<file path="src/rtl/spi_packet_rx_if.sv">
// Parallel word stream from the SPI packet receiver to the per-channel buffers.
// word_valid is a one-cycle strobe qualifying word_data/word_ch; word_ready only reports consumer capacity and never stalls the producer.
interface spi_packet_rx_if #(
    parameter int WORD_W = 8,
    parameter int CH_W   = 2
);
    logic [WORD_W-1:0] word_data;
    logic [CH_W-1:0]   word_ch;
    logic              word_valid;
    logic              word_ready;

    modport master (output word_data, word_ch, word_valid, input word_ready);
    modport slave  (input word_data, word_ch, word_valid, output word_ready);
endinterface

</file>
<file path="src/rtl/spi_packet_rx.sv">
// SPI packet receiver: hunts a tolerant header on MISO, decodes channel and length,
// and emits the payload as channel-tagged parallel words, several packets per request.
module spi_packet_rx #(
    parameter int              HDR_W        = 8,
    parameter logic [HDR_W-1:0] HDR_PATTERN = 8'hA5,
    parameter int              MATCH_MIN    = 8,
    parameter int              CH_W         = 2,
    parameter int              NUM_CH       = 3,
    parameter int              LEN_W        = 12,
    parameter int              WORD_W       = 8,
    parameter int              PKTS_PER_REQ = 2,
    parameter int              SETUP_BITS   = 16,
    parameter int              HUNT_TIMEOUT = 4096
) (
    input  logic                   CLK_40,
    input  logic                   rst,
    input  logic                   spi_clk_rise,
    input  logic                   spi_clk_fall,
    input  logic                   MISO,
    input  logic                   start_req,
    spi_packet_rx_if.master        word_if,
    output logic                   chip_select,
    output logic                   pkt_done,
    output logic                   pkt_err,
    output logic                   overflow,
    output logic                   busy,
    output logic [3:0]             state_dbg
);

    localparam int SH_W    = (LEN_W > WORD_W) ? ((LEN_W > CH_W) ? LEN_W : CH_W)
                                              : ((WORD_W > CH_W) ? WORD_W : CH_W);
    localparam int CNT_MAX = (SETUP_BITS > SH_W) ? SETUP_BITS : SH_W;
    localparam int CNT_W   = $clog2(CNT_MAX + 1);
    localparam int HC_W    = $clog2(HUNT_TIMEOUT + 1);
    localparam int PC_W    = $clog2(PKTS_PER_REQ + 1);

    localparam logic [CNT_W-1:0] SETUP_LAST = CNT_W'(SETUP_BITS - 1);
    localparam logic [CNT_W-1:0] CH_LAST    = CNT_W'(CH_W - 1);
    localparam logic [CNT_W-1:0] LEN_LAST   = CNT_W'(LEN_W - 1);
    localparam logic [CNT_W-1:0] WORD_LAST  = CNT_W'(WORD_W - 1);
    localparam logic [HC_W-1:0]  HUNT_MIN   = HC_W'(HDR_W);
    localparam logic [HC_W-1:0]  HUNT_MAX   = HC_W'(HUNT_TIMEOUT);
    localparam logic [CH_W:0]    NUM_CH_C   = (CH_W + 1)'(NUM_CH);
    localparam logic [PC_W-1:0]  PKTS_C     = PC_W'(PKTS_PER_REQ);

    typedef enum logic [3:0] {
        S_IDLE, S_SETUP, S_HUNT, S_CHAN, S_LEN, S_PAYLOAD, S_PEND, S_DONE, S_ERR
    } state_t;

    state_t state, state_next;

    logic [CNT_W-1:0]  bit_cnt;
    logic [HC_W-1:0]   hunt_cnt, hunt_next;
    logic [HDR_W-2:0]  hdr_sh;
    logic [HDR_W-1:0]  hdr_next;
    logic [SH_W-2:0]   fld_sh;
    logic [SH_W-1:0]   fld_next;
    logic [LEN_W-1:0]  len;
    logic [PC_W-1:0]   pkt_cnt;
    logic [WORD_W-1:0] word_data_q;
    logic [CH_W-1:0]   word_ch_q;
    logic              word_valid_q;
    logic              hdr_match, bit_last, fall_only, counting;

    function automatic int ones(input logic [HDR_W-1:0] v);
        int n;
        n = 0;
        for (int i = 0; i < HDR_W; i++) n += int'(v[i]);
        return n;
    endfunction

    always_ff @(posedge CLK_40 or posedge rst) begin
        if (rst) state <= S_IDLE;
        else     state <= state_next;
    end

    always_comb begin
        state_next = state;
        fall_only  = spi_clk_fall & ~spi_clk_rise;
        hdr_next   = {hdr_sh, MISO};
        fld_next   = {fld_sh, MISO};
        hunt_next  = hunt_cnt + 1'b1;
        hdr_match  = (hunt_next >= HUNT_MIN) && (ones(~(hdr_next ^ HDR_PATTERN)) >= MATCH_MIN);
        bit_last   = 1'b0;
        counting   = 1'b0;
        case (state)
            S_SETUP:   begin bit_last = (bit_cnt == SETUP_LAST); counting = ~chip_select; end
            S_CHAN:    begin bit_last = (bit_cnt == CH_LAST);    counting = 1'b1; end
            S_LEN:     begin bit_last = (bit_cnt == LEN_LAST);   counting = 1'b1; end
            S_PAYLOAD: begin bit_last = (bit_cnt == WORD_LAST);  counting = 1'b1; end
            default:   ;
        endcase
        case (state)
            S_IDLE:    if (start_req) state_next = S_SETUP;
            S_SETUP:   if (spi_clk_rise && counting && bit_last) state_next = S_HUNT;
            S_HUNT:
                if (spi_clk_rise) begin
                    if (hdr_match)                  state_next = S_CHAN;
                    else if (hunt_next == HUNT_MAX) state_next = S_ERR;
                end
            S_CHAN:
                if (spi_clk_rise && bit_last)
                    state_next = ({1'b0, fld_next[CH_W-1:0]} >= NUM_CH_C) ? S_ERR : S_LEN;
            S_LEN:
                if (spi_clk_rise && bit_last)
                    state_next = (fld_next[LEN_W-1:0] == '0) ? S_PEND : S_PAYLOAD;
            S_PAYLOAD:
                if (spi_clk_rise && bit_last && len == LEN_W'(1)) state_next = S_PEND;
            S_PEND:    state_next = (pkt_cnt == PC_W'(1)) ? S_DONE : S_HUNT;
            S_DONE,
            S_ERR:     if (fall_only) state_next = S_IDLE;
            default:   state_next = S_IDLE;
        endcase
    end

    always_ff @(posedge CLK_40 or posedge rst) begin
        if (rst) begin
            bit_cnt      <= '0;
            hunt_cnt     <= '0;
            hdr_sh       <= '0;
            fld_sh       <= '0;
            len          <= '0;
            pkt_cnt      <= '0;
            word_data_q  <= '0;
            word_ch_q    <= '0;
            word_valid_q <= 1'b0;
            pkt_done     <= 1'b0;
            pkt_err      <= 1'b0;
            overflow     <= 1'b0;
            chip_select  <= 1'b1;
        end else begin
            word_valid_q <= 1'b0;
            pkt_done     <= (state == S_PEND);
            pkt_err      <= (state != S_ERR) && (state_next == S_ERR);

            // The field counter restarts on every state change and on every completed payload word.
            if (state_next != state)               bit_cnt <= '0;
            else if (spi_clk_rise && counting)     bit_cnt <= bit_last ? '0 : bit_cnt + 1'b1;

            if (state != S_HUNT) begin
                hdr_sh   <= '0;
                hunt_cnt <= '0;
            end else if (spi_clk_rise) begin
                hdr_sh   <= hdr_next[HDR_W-2:0];
                hunt_cnt <= hunt_next;
            end

            if (spi_clk_rise && (state == S_CHAN || state == S_LEN || state == S_PAYLOAD))
                fld_sh <= fld_next[SH_W-2:0];

            if (state == S_CHAN && spi_clk_rise && bit_last && state_next == S_LEN)
                word_ch_q <= fld_next[CH_W-1:0];
            if (state == S_LEN && spi_clk_rise && bit_last)
                len <= fld_next[LEN_W-1:0];
            if (state == S_PAYLOAD && spi_clk_rise && bit_last) begin
                word_valid_q <= 1'b1;
                word_data_q  <= fld_next[WORD_W-1:0];
                len          <= len - 1'b1;
            end

            if (state == S_IDLE && start_req)  pkt_cnt <= PKTS_C;
            else if (state == S_PEND)          pkt_cnt <= pkt_cnt - 1'b1;

            if (state == S_IDLE && start_req)                overflow <= 1'b0;
            else if (word_valid_q && !word_if.word_ready)    overflow <= 1'b1;

            if (state == S_SETUP && fall_only)                           chip_select <= 1'b0;
            else if ((state == S_DONE || state == S_ERR) && fall_only)   chip_select <= 1'b1;
        end
    end

    assign word_if.word_data  = word_data_q;
    assign word_if.word_ch    = word_ch_q;
    assign word_if.word_valid = word_valid_q;
    assign busy               = (state != S_IDLE);
    assign state_dbg          = state;

endmodule

</file>
<file path="src/flat_wrapper.sv">
// flat-port wrapper written by rule: the top's interface ports become plain ports
module spi_packet_rx_flat 
#(
    parameter int              HDR_W        = 8,
    parameter logic [HDR_W-1:0] HDR_PATTERN = 8'hA5,
    parameter int              MATCH_MIN    = 8,
    parameter int              CH_W         = 2,
    parameter int              NUM_CH       = 3,
    parameter int              LEN_W        = 12,
    parameter int              WORD_W       = 8,
    parameter int              PKTS_PER_REQ = 2,
    parameter int              SETUP_BITS   = 16,
    parameter int              HUNT_TIMEOUT = 4096
)
  (CLK_40, rst, spi_clk_rise, spi_clk_fall, MISO, start_req, chip_select, pkt_done, pkt_err, overflow, busy, state_dbg, word_if_word_data, word_if_word_ch, word_if_word_valid, word_if_word_ready);
  spi_packet_rx_if #(.WORD_W(WORD_W), .CH_W(CH_W)) word_if_i ();
  input  logic CLK_40;
  input  logic rst;
  input  logic spi_clk_rise;
  input  logic spi_clk_fall;
  input  logic MISO;
  input  logic start_req;
  output logic chip_select;
  output logic pkt_done;
  output logic pkt_err;
  output logic overflow;
  output logic busy;
  output logic [3:0] state_dbg;
  output wire logic [$bits(word_if_i.word_data)-1:0] word_if_word_data;
  output wire logic [$bits(word_if_i.word_ch)-1:0] word_if_word_ch;
  output wire logic [$bits(word_if_i.word_valid)-1:0] word_if_word_valid;
  input wire logic [$bits(word_if_i.word_ready)-1:0] word_if_word_ready;
  assign word_if_word_data = word_if_i.word_data;
  assign word_if_word_ch = word_if_i.word_ch;
  assign word_if_word_valid = word_if_i.word_valid;
  assign word_if_i.word_ready = word_if_word_ready;
  spi_packet_rx #(.HDR_W(HDR_W), .HDR_PATTERN(HDR_PATTERN), .MATCH_MIN(MATCH_MIN), .CH_W(CH_W), .NUM_CH(NUM_CH), .LEN_W(LEN_W), .WORD_W(WORD_W), .PKTS_PER_REQ(PKTS_PER_REQ), .SETUP_BITS(SETUP_BITS), .HUNT_TIMEOUT(HUNT_TIMEOUT)) u_core (.CLK_40(CLK_40), .rst(rst), .spi_clk_rise(spi_clk_rise), .spi_clk_fall(spi_clk_fall), .MISO(MISO), .start_req(start_req), .word_if(word_if_i), .chip_select(chip_select), .pkt_done(pkt_done), .pkt_err(pkt_err), .overflow(overflow), .busy(busy), .state_dbg(state_dbg));
endmodule
</file>
<file path="config.mk">
export PLATFORM = sky130hd
export DESIGN_NAME = spi_packet_rx_flat
export DESIGN_NICKNAME = d
export VERILOG_FILES = /design/src/rtl/spi_packet_rx_if.sv /design/src/rtl/spi_packet_rx.sv /design/src/flat_wrapper.sv
export SDC_FILE = /design/constraint.sdc
export NUM_CORES = 1
export LEC_CHECK = 0
export ABC_AREA = 1
export BUFFER_PORTS_ARGS = -buffer_cell sky130_fd_sc_hd__buf_2
export CAP_MARGIN = 10
export CORE_UTILIZATION = 45
export DETAILED_ROUTE_END_ITERATION = 12
export MAX_ROUTING_LAYER = met4
export RECOVER_POWER = 25
export SYNTH_ARGS = -nofsm -noshare
export SYNTH_HDL_FRONTEND = slang
export SYNTH_SLANG_ARGS = --single-unit
</file>
<file path="constraint.sdc">
create_clock -name CLK_40 -period 3.4 [get_ports CLK_40]
set_input_delay 0.34 -clock CLK_40 [delete_from_list [all_inputs] [get_ports CLK_40]]
set_output_delay 0.34 -clock CLK_40 [all_outputs]
set_load 0.01 [all_outputs]
</file>
==> results of run 1 <==
[per-layer routing]
layer | track usage (%) | part of all wire, % | vias up
li1 | - | - | 1785
met1 | 29.8 | 49 | 1617
met2 | 35.6 | 46 | 61
met3 | 3.29 | 3.2 | 12
met4 | 7.35 | 1.4 | 0
met5 | - | 0 | -
[stage by stage]
step	hold WS, ps	setup slack [ps]	area (um^2)
final	191	247	4470
after global routing	194	17.7	4470
after CTS	128	236	4480
after detailed placement	475	140	4270
after global placement	466	238	4270
after floorplan	410	482	4030
[report_power, final]
part / total, mW / switching, mW / internal [mW]
sequential: 0.973 / 0.0840 / 0.889
combinational: 0.657 / 0.454 / 0.204
clock: 0.697 / 0.334 / 0.364
[registers in the layout, summed over array words and instances, names as in the netlist]
signal                     count
u_core.hunt_cnt               13
u_core.len                    12
u_core.fld_sh                 11
u_core.word_if.word_data       8
u_core.hdr_sh                  7
u_core.bit_cnt                 5
u_core.state_dbg               4
u_core.pkt_cnt                 2
u_core.word_if.word_ch         2
u_core.chip_select             1
u_core.overflow                1
u_core.pkt_done                1
u_core.pkt_err                 1
u_core.word_if.word_valid      1
[final cells by class]
class                   count  area (um^2)
fillers                   885         4210
repair buffers             30          156
well taps                 108          135
inverters                  81          304
flip-flops and latches     69         1730
clock inverters             6         70.1
clock buffers              10          138
multi-input cells         375         1940
[cell usage in the layout, fill, tap and decap left out, types with 2 or more instances in the layout]
cell and instances:
clkinvlp_4 3, nor2_4 8, inv_1 75, buf_2 26
xor2_1 2, ha_1 8, nand2_4 3, nor4_1 4
o211ai_1 4, o22ai_1 15, xnor2_1 4, nand3_2 2
a31oi_1 4, clkbuf_8 10, or2_2 2, inv_6 2
inv_2 5, a21oi_1 10, o21ai_0 46, buf_4 3
nand3_1 39, nand2_2 4, dfrtp_1 68, fa_1 3
nor2_1 44, nor2_2 10, nand4_1 11, nand2_1 145
[path summary, 6_finish.rpt]
kind | slack, ps | endpoint | cells past startpoint
max in group asynchronous | 1610 | u_core.len[6]$_DFFE_PP0P_ | 3
worst max register to register | 250 | u_core.bit_cnt[3]$_DFFE_PP0P_ | 17
min in group asynchronous | 350 | u_core.word_if.word_data[0]$_DFFE_PP0P_ | 2
worst max-delay path | 250 | u_core.bit_cnt[3]$_DFFE_PP0P_ | 17
worst min-delay path | 190 | u_core.chip_select$_DFFE_PP1P_ | 2
worst min register to register | 490 | u_core.word_if.word_data[0]$_DFFE_PP0P_ | 2
[kinds of logic after synthesis]
group                    count (synthesis)
AND/OR/NAND/NOR                        275
buffers and inverters                   92
AO/OA/AOI/OAI                           83
flip-flops                              69
adder cells (fa/ha/maj)                 11
XOR/XNOR                                 6
[worst reg2reg max path: cells and delay by family (launching register included)]
kind	cells	cell delay (ps)
AOI/OAI and AO/OA	1	50
DFF	1	370
adders and majority gates	4	1580
and+or+nand+nor	9	840
buffers and inverters	3	230
==> results.md, run 1 <==
* Slew margin rel. at between 10% and 20%
* Site Rows at 34
* Cell count after synthesis at around 540
* Largest net degree at the start of global routing at 36
* #FFs+latches synth at 69
* Sequential-to-total area share from yosys stat at around 43%
* Initial antenna violation count at 0
* Most common flop cell mapped by yosys: dfrtp_1
* Main combinational cell family by area after synthesis: simple AND/OR/NAND/NOR gates
* Bufs and invs on worst path at 3
* Synth async-reset ratio at between 90% and 100%
* Largest area contributor in the netlist: dfrtp_1
* Netlist Area Pre-Place at around 0.0040 mm^2
* I/O pin count at 27
* Dpl hpwl at between 6 and 7 mm
* WL final at roughly 9 mm
* TritonCTS clock tree: done
* # hold bufs at CTS at 0
* CTS max path bufs at 2
* Max Slew Vio Count at 0
* Mean routed wirelength per cell at approximately 13 um
* Clock skew at ~7.6 ps
* DIE WIDTH at 96.6 um
* Synth top area share at 42.3%
* Synthesis-to-layout area growth at 11.1%
* HP Class: in -> reg
* CP startpoint kind: flip-flop
* Die area at a little over 0.009 mm^2
* Ordered list of cells on the worst path: inv_1 > ha_1 > inv_1 > fa_1 > fa_1 > fa_1 > inv_1 > a21oi_1 > nor2_1 > nand2_1 > nand2_1 > nand2_1 > nor2_1 > nand2_1 > nor2_4 > nand2_4 > nor2_2
* CP startpoint: u_core.hdr_sh[0]$_DFFE_PP0P_
* Core ar. at between 0.008 and 0.009 mm^2
* Final nets at ~600
* Crit Path Category: reg -> reg
* Crit. End Element: flip-flop
* Synth Area in Compound Gates at between 10% and 20%
* First-pass GRT wire length at approximately 15 mm
* Mapped Avg Cell Area at between 7 and 8 um^2
* Count of final hold-check violations at 0
* Top delay family on crit path: adder cells
* GRT Overall Usage at between 20% and 30%
* CTS clock-pin slew for the worst setup and hold paths at roughly 80 ps
* Layout cells sized above 1 at 14.2%
* Routability Congestion at approximately 0.83
* Most frequent CP cell: nand2_1
* Finished Layout Cells at about 680
* P per Cell Area at between 500 and 600 mW/mm^2
* Post-CTS setup buffer count at 0
* Simple-gate share of the synthesized area at between 30% and 40%
* Via-per-instance ratio at between 5 and 6
* # diodes at 0
* Cell variety after synth at 35
* Pre-antenna DRT Iters at 5
* Max incr delay on CP at around 500 ps
* WP data required at about 3700 ps
* Iter 0 DRT Violations at approximately 160
* Post-layout util at 51.5%
* Count leader, synth: nand2_1
* Post-synthesis adder-cell area fraction at 3.98%
* HP Start: spi_clk_fall
* Clk sinks at slightly below 70
* Setup TNS at 0 ps
* Reg-to-reg startpoint: u_core.hdr_sh[0]$_DFFE_PP0P_
* Syn nets at 554
* Unrepaired setup endpoints after global routing: false
* CP arrival at 3430 ps
* Period utilization at slightly above 90%
* Via Count at between 3,000 and 4,000
* Remaining antenna violation count after routing at 0
* Status: finished, final reports clean
* Grt total ovfl at 0
* Max Clk Rate at about 320 MHz
* Worst-Margin Slew at approximately 1300 ps
* Yosys warning count at 0
* Number of synthesized flops with an enable pin at 0
* Most frequent cells after synthesis: 145 x nand2_1, 75 x inv_1, 68 x dfrtp_1, 46 x o21ai_0, 44 x nor2_1
* Dominant cells by area after synthesis: dfrtp_1 42%, nand2_1 14%, inv_1 7.0%
* IR Drop Worst-Case VDD at between 0.2 and 0.3 mV
* PostCTS Resize Cnt at 0
* Worst path slowest cell: fa_1
* Worst-skew pair later-pin latency at roughly 340 ps
* Min Tclk post-route at roughly 3200 ps
* Vias in the first global route at 3,278
* Clock buffer count from CTS at 9
* Crit path max fanout at 5
* Mux cell area share after synthesis at 0%
* Root buffer cell: clkbuf_8
* # setup viols final at 0
* H-tree levels at 3
* Die Ht at 96.6 um
* Cells after DPL at approximately 660
* Initial core utilization at between 40% and 50%
* Leakage power at 2.24 nW
* DRC at 0
* PortBufs at 26
* Post-synthesis xor/xnor area fraction at 1.31%
* Power, Total at approximately 2.3 mW
* MaxCap Viol Count at 0
(Power assumes the default switching activity.)
==> run 2, diff against run 1 <==
--- a/config.mk
+++ b/config.mk
@@ -8,10 +8,12 @@
 export ABC_AREA = 1
 export BUFFER_PORTS_ARGS = -buffer_cell sky130_fd_sc_hd__buf_2
 export CAP_MARGIN = 10
-export CORE_UTILIZATION = 45
+export CORE_UTILIZATION = 61
 export DETAILED_ROUTE_END_ITERATION = 12
 export MAX_ROUTING_LAYER = met4
+export PLACE_DENSITY = 0.8
 export RECOVER_POWER = 25
+export SETUP_SLACK_MARGIN = 0.3
 export SYNTH_ARGS = -nofsm -noshare
 export SYNTH_HDL_FRONTEND = slang
 export SYNTH_SLANG_ARGS = --single-unit
==> run 2 against run 1 <==
Effect of this change: the run now ends with max-capacitance violations, max-slew violations left; hold slack worse by 25 ps; setup slack better by 170 ps; design area is essentially flat; clock skew shrank 2.6 ps; fmax up 5.8%; largest cell class unchanged.
==> results.md, run 2 (synthesis results as in run 1) <==
* H-tree levels at 3 (unchanged)
* First-pass GRT wire length at 15.8 mm (+2.0%)
* DIE WIDTH at 83.2 um (-14%)
* Largest register FFs at 13 (unchanged)
* Unrepaired setup endpoints after global routing: true
* Vias in the first global route at 3,453 (+5.3%)
* TritonCTS clock tree: done
* Leakage power at 2.26 nW (+0.53%)
* Clock buffer count from CTS at 9 (unchanged)
* Bufs and invs on worst path at 4 (+1)
* CP startpoint: u_core.hdr_sh[0]$_DFFE_PP0P_
* Reg-to-reg startpoint: u_core.hdr_sh[0]$_DFFE_PP0P_
* Core ar. at 0.00635 mm^2 (-27%)
* Routability Congestion at 0.883 (+5.8%)
* Min Tclk post-route at 2980 ps (-172 ps)
* Final nets at 584 (unchanged)
* Die Ht at 83.2 um (-14%)
* Synthesis-to-layout area growth at 11.1% (about the same)
* CP arrival at 3240 ps (-190 ps)
* # setup viols final at 0 (unchanged)
* Worst-Margin Slew at 1820 ps (+510 ps)
* HP Class: in -> reg
* Root buffer cell: clkbuf_8
* Finished Layout Cells at 648 (-4.6%)
* P per Cell Area at 526 mW/mm^2 (+1.1%)
* Top delay family on crit path: adder cells
* CP endpoint: u_core.bit_cnt[0]$_DFFE_PP0P_
* Dpl hpwl at 6.34 mm (-7.7%)
* Initial core utilization at 63.4% (+17 points)
* Failing checks: max-capacitance violations, max-slew violations
* Largest net degree at the start of global routing at 50 (+39%)
* CTS max path bufs at 2 (unchanged)
* Max Slew Vio Count at 50 (+50)
* # diodes at 0 (unchanged)
* Most used routing layer: met2
* WL final at 9.02 mm (-1.4%)
* Mean routed wirelength per cell at 13.9 um (+3.3%)
* Max Clk Rate at 335 MHz (+5.8%)
* IR Drop Worst-Case VDD at 0.340 mV (+17%)
* Crit path max fanout at 5 (unchanged)
* FF-to-FF setup slack at 420 ps (+170 ps)
* Most flop-heavy register: u_core.hunt_cnt
* Clk sinks at 69 (unchanged)
* DRC at 0 (unchanged)
* Commonest non-fill, non-tap cell in the layout: nand2_1
* Site Rows at 29 (-15%)
* GR Layer Usage met2 at 46.3% (+11 points)
* Grt met3 use at 6.26% (+3.0 points)
* GRT Overall Usage at 29.4% (+6.8 points)
* Slew margin rel. at -21.5% (-34 points)
* Period utilization at 87.7% (-5.0 points)
* Layout cells sized above 1 at 16.6% (+2.5 points)
* Pre-antenna DRT Iters at 7 (+2)
* Worst R2R End: u_core.bit_cnt[0]$_DFFE_PP0P_
* Setup TNS at 0 ps (unchanged)
* Crit path depth at 17 (unchanged)
* Met1 Track Usage GR at 37.8% (+8.0 points)
* Count of final hold-check violations at 0 (unchanged)
* Crit Path Category: reg -> reg
* MaxCap Viol Count at 1 (+1)
* Largest registers: u_core.hunt_cnt: 13 flops, u_core.len: 12 flops, u_core.fld_sh: 11 flops
* R2R cell count at 17 (unchanged)
* Most frequent CP cell: inv_2
* CTS clock-pin slew for the worst setup and hold paths at 80 ps (about the same)
* FF/Latch Area at 0.00173 mm^2 (unchanged)
* Area of the multi-input gates at 0.00198 mm^2 (+2.1%)
* Initial antenna violation count at 0 (unchanged)
* CP startpoint kind: flip-flop
* Worst Setup Slack, final at 419 ps (+172 ps)
* Crit. End Element: flip-flop
* Iter 0 DRT Violations at 255 (+62%)
* Die area at 0.00693 mm^2 (-26%)
* Worst-skew pair later-pin latency at 360 ps (+20 ps)
* Cells after DPL at 630 (-5.0%)
* Status: finished, violations left
* Most frequent cells in the layout: 139 x nand2_1, 72 x inv_1, 68 x dfrtp_1
* I/O pin count at 27 (unchanged)
* Max incr delay on CP at 480 ps (-20 ps)
* PortBufs at 26 (unchanged)
* Worst path slowest cell: fa_1
* Fill cell count at 518 (-41%)
* Via Count at 3,635 (+4.6%)
* Via-per-instance ratio at 5.61 (+9.6%)
* WP data required at 3660 ps (-20 ps)
* Ordered list of cells on the worst path: inv_2 > ha_4 > inv_2 > fa_1 > fa_1 > fa_2 > inv_2 > a21oi_2 > nor2_1 > nand2_1 > nand2_2 > buf_4 > nand4_1 > nand2_2 > nor2_4 > nand2_4 > nor2_2
* Clock skew at 5.01 ps (-2.59 ps)
* Grt total ovfl at 0 (unchanged)
* Pre-CTS WS at 181 ps (+40.1 ps)
* Remaining antenna violation count after routing at 0 (unchanged)
## run 2: changes by cell type in the layout (fill, tap and decap cells not counted), moves of 3 or more
cell	change
inv_2	+3
inv_1	-3
nand2_1	-6
inv_6	+3
clkinvlp_4	-3
nand2_2	+6
## run 2: repair_timing
item / in CTS / in global routing
hold buffers: 0 / 0
buffers inserted: 0 / 2
setup endpoints to repair: 5 / 5
gates resized for setup: 0 / 14
pin swaps: 1 / 13
## run 2: worst register-to-register path, delay by kind of cell (launching register included)
kind	cells	cell delay [ps]
AO/OA/AOI/OAI	1	40
adder cells (fa/ha/maj)	4	1520
buffers and inverters	4	250
flip-flops	1	340
AND/OR/NAND/NOR	8	710
## run 2: power by group
group          internal [mW]  switching (mW)  leakage [nW]
clock network          0.350           0.356         0.105
registers              0.889          0.0816         0.927
logic                  0.216           0.460          1.22
total                   1.46           0.897          2.26
## run 2: area by class of cell
| cell class | count | share of cell area (%) |
|---|---|---|
| Clock buffer | 9 | 2.77 |
| Multi-Input combinational cell | 375 | 44.3 |
| Timing Repair Buffer | 30 | 3.58 |
| Tap cell | 77 | 2.15 |
| Inverter | 81 | 6.80 |
| Sequential cell | 69 | 38.6 |
| Clock inverter | 7 | 1.76 |
## run 2: metrics by stage
| step | instance area (um^2) | hold slack [ps] | utilization, % | total power [mW] |
|---|---|---|---|---|
| after CTS | 4420 | 152 | 69.6 | 2.33 |
| after detailed placement | 4220 | 468 | 66.4 | 1.63 |
| after global placement | 4220 | 465 | 66.4 | 1.61 |
| final | 4470 | 166 | 70.5 | 2.35 |
| after global routing | 4470 | 165 | 70.5 | 2.49 |
| after floorplan | 4030 | 410 | - | 1.49 |
## run 2: worst min-delay path by stage
stage / startpoint / endpoint / slack [ps] / cells past startpoint
after floorplan: spi_clk_fall / u_core.chip_select$_DFFE_PP1P_ / 410 / 1
after global placement: u_core.word_if.word_ch[0]$_DFFE_PP0P_ / u_core.word_if.word_ch[0]$_DFFE_PP0P_ / 470 / 2
final: spi_clk_fall / u_core.chip_select$_DFFE_PP1P_ / 170 / 2
after detailed placement: u_core.word_if.word_ch[0]$_DFFE_PP0P_ / u_core.word_if.word_ch[0]$_DFFE_PP0P_ / 470 / 2
after CTS: spi_clk_fall / u_core.chip_select$_DFFE_PP1P_ / 150 / 2
after global routing: spi_clk_fall / u_core.chip_select$_DFFE_PP1P_ / 160 / 2
## run 2: routing by layer
metal  up-vias  part of all wire (%)
met5         -                     0
met4         0                   1.6
met3        19                   5.9
met2       122                    48
met1      1710                    45
li1       1784                     -
==> run 3, diff against run 2 <==
--- a/config.mk
+++ b/config.mk
@@ -11,7 +11,7 @@
 export CORE_UTILIZATION = 61
 export DETAILED_ROUTE_END_ITERATION = 12
 export MAX_ROUTING_LAYER = met4
-export PLACE_DENSITY = 0.8
+export PLACE_DENSITY_LB_ADDON = 0.12
 export RECOVER_POWER = 25
 export SETUP_SLACK_MARGIN = 0.3
 export SYNTH_ARGS = -nofsm -noshare
==> run 3 against run 2 <==
Effect of this change: cell count unchanged; routed wire length fell by 0.61%; combinational power barely moved; the run still ends with max-capacitance violations, max-slew violations left; clock skew up 1.4 ps; fmax is 0.11% higher; critical path depth up 1; die area unchanged.
==> results.md, run 3 (synthesis results as in run 1) <==
* Status: finished, violations left
* Failing checks: max-capacitance violations, max-slew violations
* Routability Congestion at 0.868 (-1.7%)
* P per Cell Area at 518 mW/mm^2 (-1.5%)
* Worst path slowest cell: fa_1
* Initial core utilization at 63.4% (unchanged)
* Die area at 0.00693 mm^2 (unchanged)
* H-tree levels at 3 (unchanged)
* Power, Total at 2.31 mW (-2.0%)
* Final nets at 584 (unchanged)
* TritonCTS clock tree: done
* Leakage power at 2.24 nW (-0.52%)
* Clock skew at 6.38 ps (+1.37 ps)
* Worst-skew pair later-pin latency at 350 ps (about the same)
* CTS max path bufs at 2 (unchanged)
* Min Tclk post-route at 2980 ps (-3.37 ps)
* DIE WIDTH at 83.2 um (unchanged)
* DRC at 0 (unchanged)
* Grt total ovfl at 0 (unchanged)
* Initial antenna violation count at 0 (unchanged)
* Max Slew Vio Count at 51 (+2.0%)
* Via-per-instance ratio at 5.64 (+0.50%)
* Most flop-heavy register: u_core.hunt_cnt
* Core ar. at 0.00635 mm^2 (unchanged)
* Clk sinks at 69 (unchanged)
* WP data required at 3640 ps (-20 ps)
* Remaining antenna violation count after routing at 0 (unchanged)
* Worst-Margin Slew at 1800 ps (-16.8 ps)
* Max Clk Rate at 336 MHz (+0.11%)
* WL final at 8.97 mm (-0.61%)
* Pre-CTS WS at 190 ps (+9.63 ps)
* Commonest non-fill, non-tap cell in the layout: nand2_1
* Largest register FFs at 13 (unchanged)
* HP Class: in -> reg
* Clock buffer count from CTS at 9 (unchanged)
* Crit path max fanout at 5 (unchanged)
* # setup viols final at 0 (unchanged)
* Setup TNS at 0 ps (unchanged)
* Period utilization at 87.6% (-0.099 points)
* Pre-antenna DRT Iters at 5 (-2)
* Largest registers: u_core.hunt_cnt: 13 flops, u_core.len: 12 flops, u_core.fld_sh: 11 flops
* GRT Overall Usage at 27.9% (-1.5 points)
* Iter 0 DRT Violations at 266 (+4.3%)
* Ordered list of cells on the worst path: inv_2 > ha_4 > inv_2 > fa_1 > fa_1 > fa_2 > inv_2 > a21oi_2 > nor2_1 > nand2_1 > nand2_1 > nand2_2 > nand2_2 > nand2_1 > nand2_2 > nor2_4 > nand2_4 > nor2_2
* Count of final hold-check violations at 0 (unchanged)
* Dpl hpwl at 6.40 mm (+0.92%)
* CTS clock-pin slew for the worst setup and hold paths at 80 ps (about the same)
* PortBufs at 26 (unchanged)
* Crit Path Category: reg -> reg
* Slew margin rel. at -20.4% (+1.1 points)
* Crit. End Element: flip-flop
* CP arrival at 3220 ps (-20 ps)
* Layout cells sized above 1 at 15.9% (-0.70 points)
* Mean routed wirelength per cell at 13.8 um (-0.61%)
* Die Ht at 83.2 um (unchanged)
* Vias in the first global route at 3,330 (-3.6%)
* Largest net degree at the start of global routing at 51 (+2.0%)
* MaxCap Viol Count at 1 (unchanged)
* IR Drop Worst-Case VDD at 0.385 mV (+13%)
* Most frequent cells in the layout: 142 x nand2_1, 72 x inv_1, 68 x dfrtp_1
* Unrepaired setup endpoints after global routing: true
* Max incr delay on CP at 490 ps (about the same)
* Root buffer cell: clkbuf_8
* Synthesis-to-layout area growth at 10.6%
* CP startpoint kind: flip-flop
* First-pass GRT wire length at 15.0 mm (-4.7%)
* Worst Setup Slack, final at 422 ps (+3.37 ps)
* Via Count at 3,653 (+0.50%)
* # diodes at 0 (unchanged)
* I/O pin count at 27 (unchanged)
* Site Rows at 29 (unchanged)
==> run 3: cell count changes in the layout (fill, tap and decap cells not counted), sizes merged <==
cell,change
clkbuf,+1
clkinv,+2
clkinvlp,+2
inv,-5
==> run 3: worst paths after layout <==
path | startpoint | endpoint | slack, ps | depth (start not counted)
max | u_core.hdr_sh[0]$_DFFE_PP0P_ | u_core.bit_cnt[4]$_DFFE_PP0P_ | 420 | 18
min | spi_clk_fall | u_core.chip_select$_DFFE_PP1P_ | 180 | 2
max reg2reg | u_core.hdr_sh[0]$_DFFE_PP0P_ | u_core.bit_cnt[4]$_DFFE_PP0P_ | 420 | 18
min reg2reg | u_core.word_if.word_data[1]$_DFFE_PP0P_ | u_core.word_if.word_data[1]$_DFFE_PP0P_ | 490 | 2
max in group asynchronous | rst | u_core.chip_select$_DFFE_PP1P_ | 1730 | 3
min in group asynchronous | rst | u_core.word_if.word_data[2]$_DFFE_PP0P_ | 550 | 2
==> run 3: critical path, delay by kind of cell (launching register included) <==
family	cells	cell delay (ps)
simple gates	10	780
fa+ha+maj	4	1550
compound gates	1	40
buf+inv	3	150
flops	1	350
==> run 3: cell type report <==
class,count,area [um^2]
fillers,520,1900
well taps,77,96.3
multi-input cells,375,1970
clock inverters,6,63.8
clock buffers,10,128
inverters,81,304
repair buffers,30,160
flip-flops and latches,69,1730
==> run 3: repair_timing <==
item | CTS | global route
pin swaps | 1 | 10
setup endpoints to repair | 5 | 5
resized for setup | 0 | 10
buffers inserted | 0 | 1
cloned | 0 | 0
hold buffers | 0 | 0
==> run 3: power by group <==
part           internal, mW  leakage, nW  switching [mW]  total [mW]
clock                 0.337       0.0923           0.321       0.658
sequential            0.890        0.927          0.0840       0.974
combinational         0.211         1.22           0.464       0.675
==> run 3: stage by stage <==
step,utilization (%),cells,hold slack [ps],cell area [um^2]
after floorplan,-,536,410,4030
after global placement,66.5,631,465,4220
after detailed placement,66.5,631,475,4220
after CTS,69.5,647,162,4410
after global routing,70.1,648,180,4450
final,70.1,648,176,4450
==> run 3: per-layer routing <==
layer | global-route usage, % | wire, um | up-vias
met5 | - | 0 | -
met4 | 9.56 | 121 | 0
met3 | 4.87 | 473 | 14
met2 | 43.3 | 4230 | 118
met1 | 37.2 | 4140 | 1737
li1 | - | - | 1784
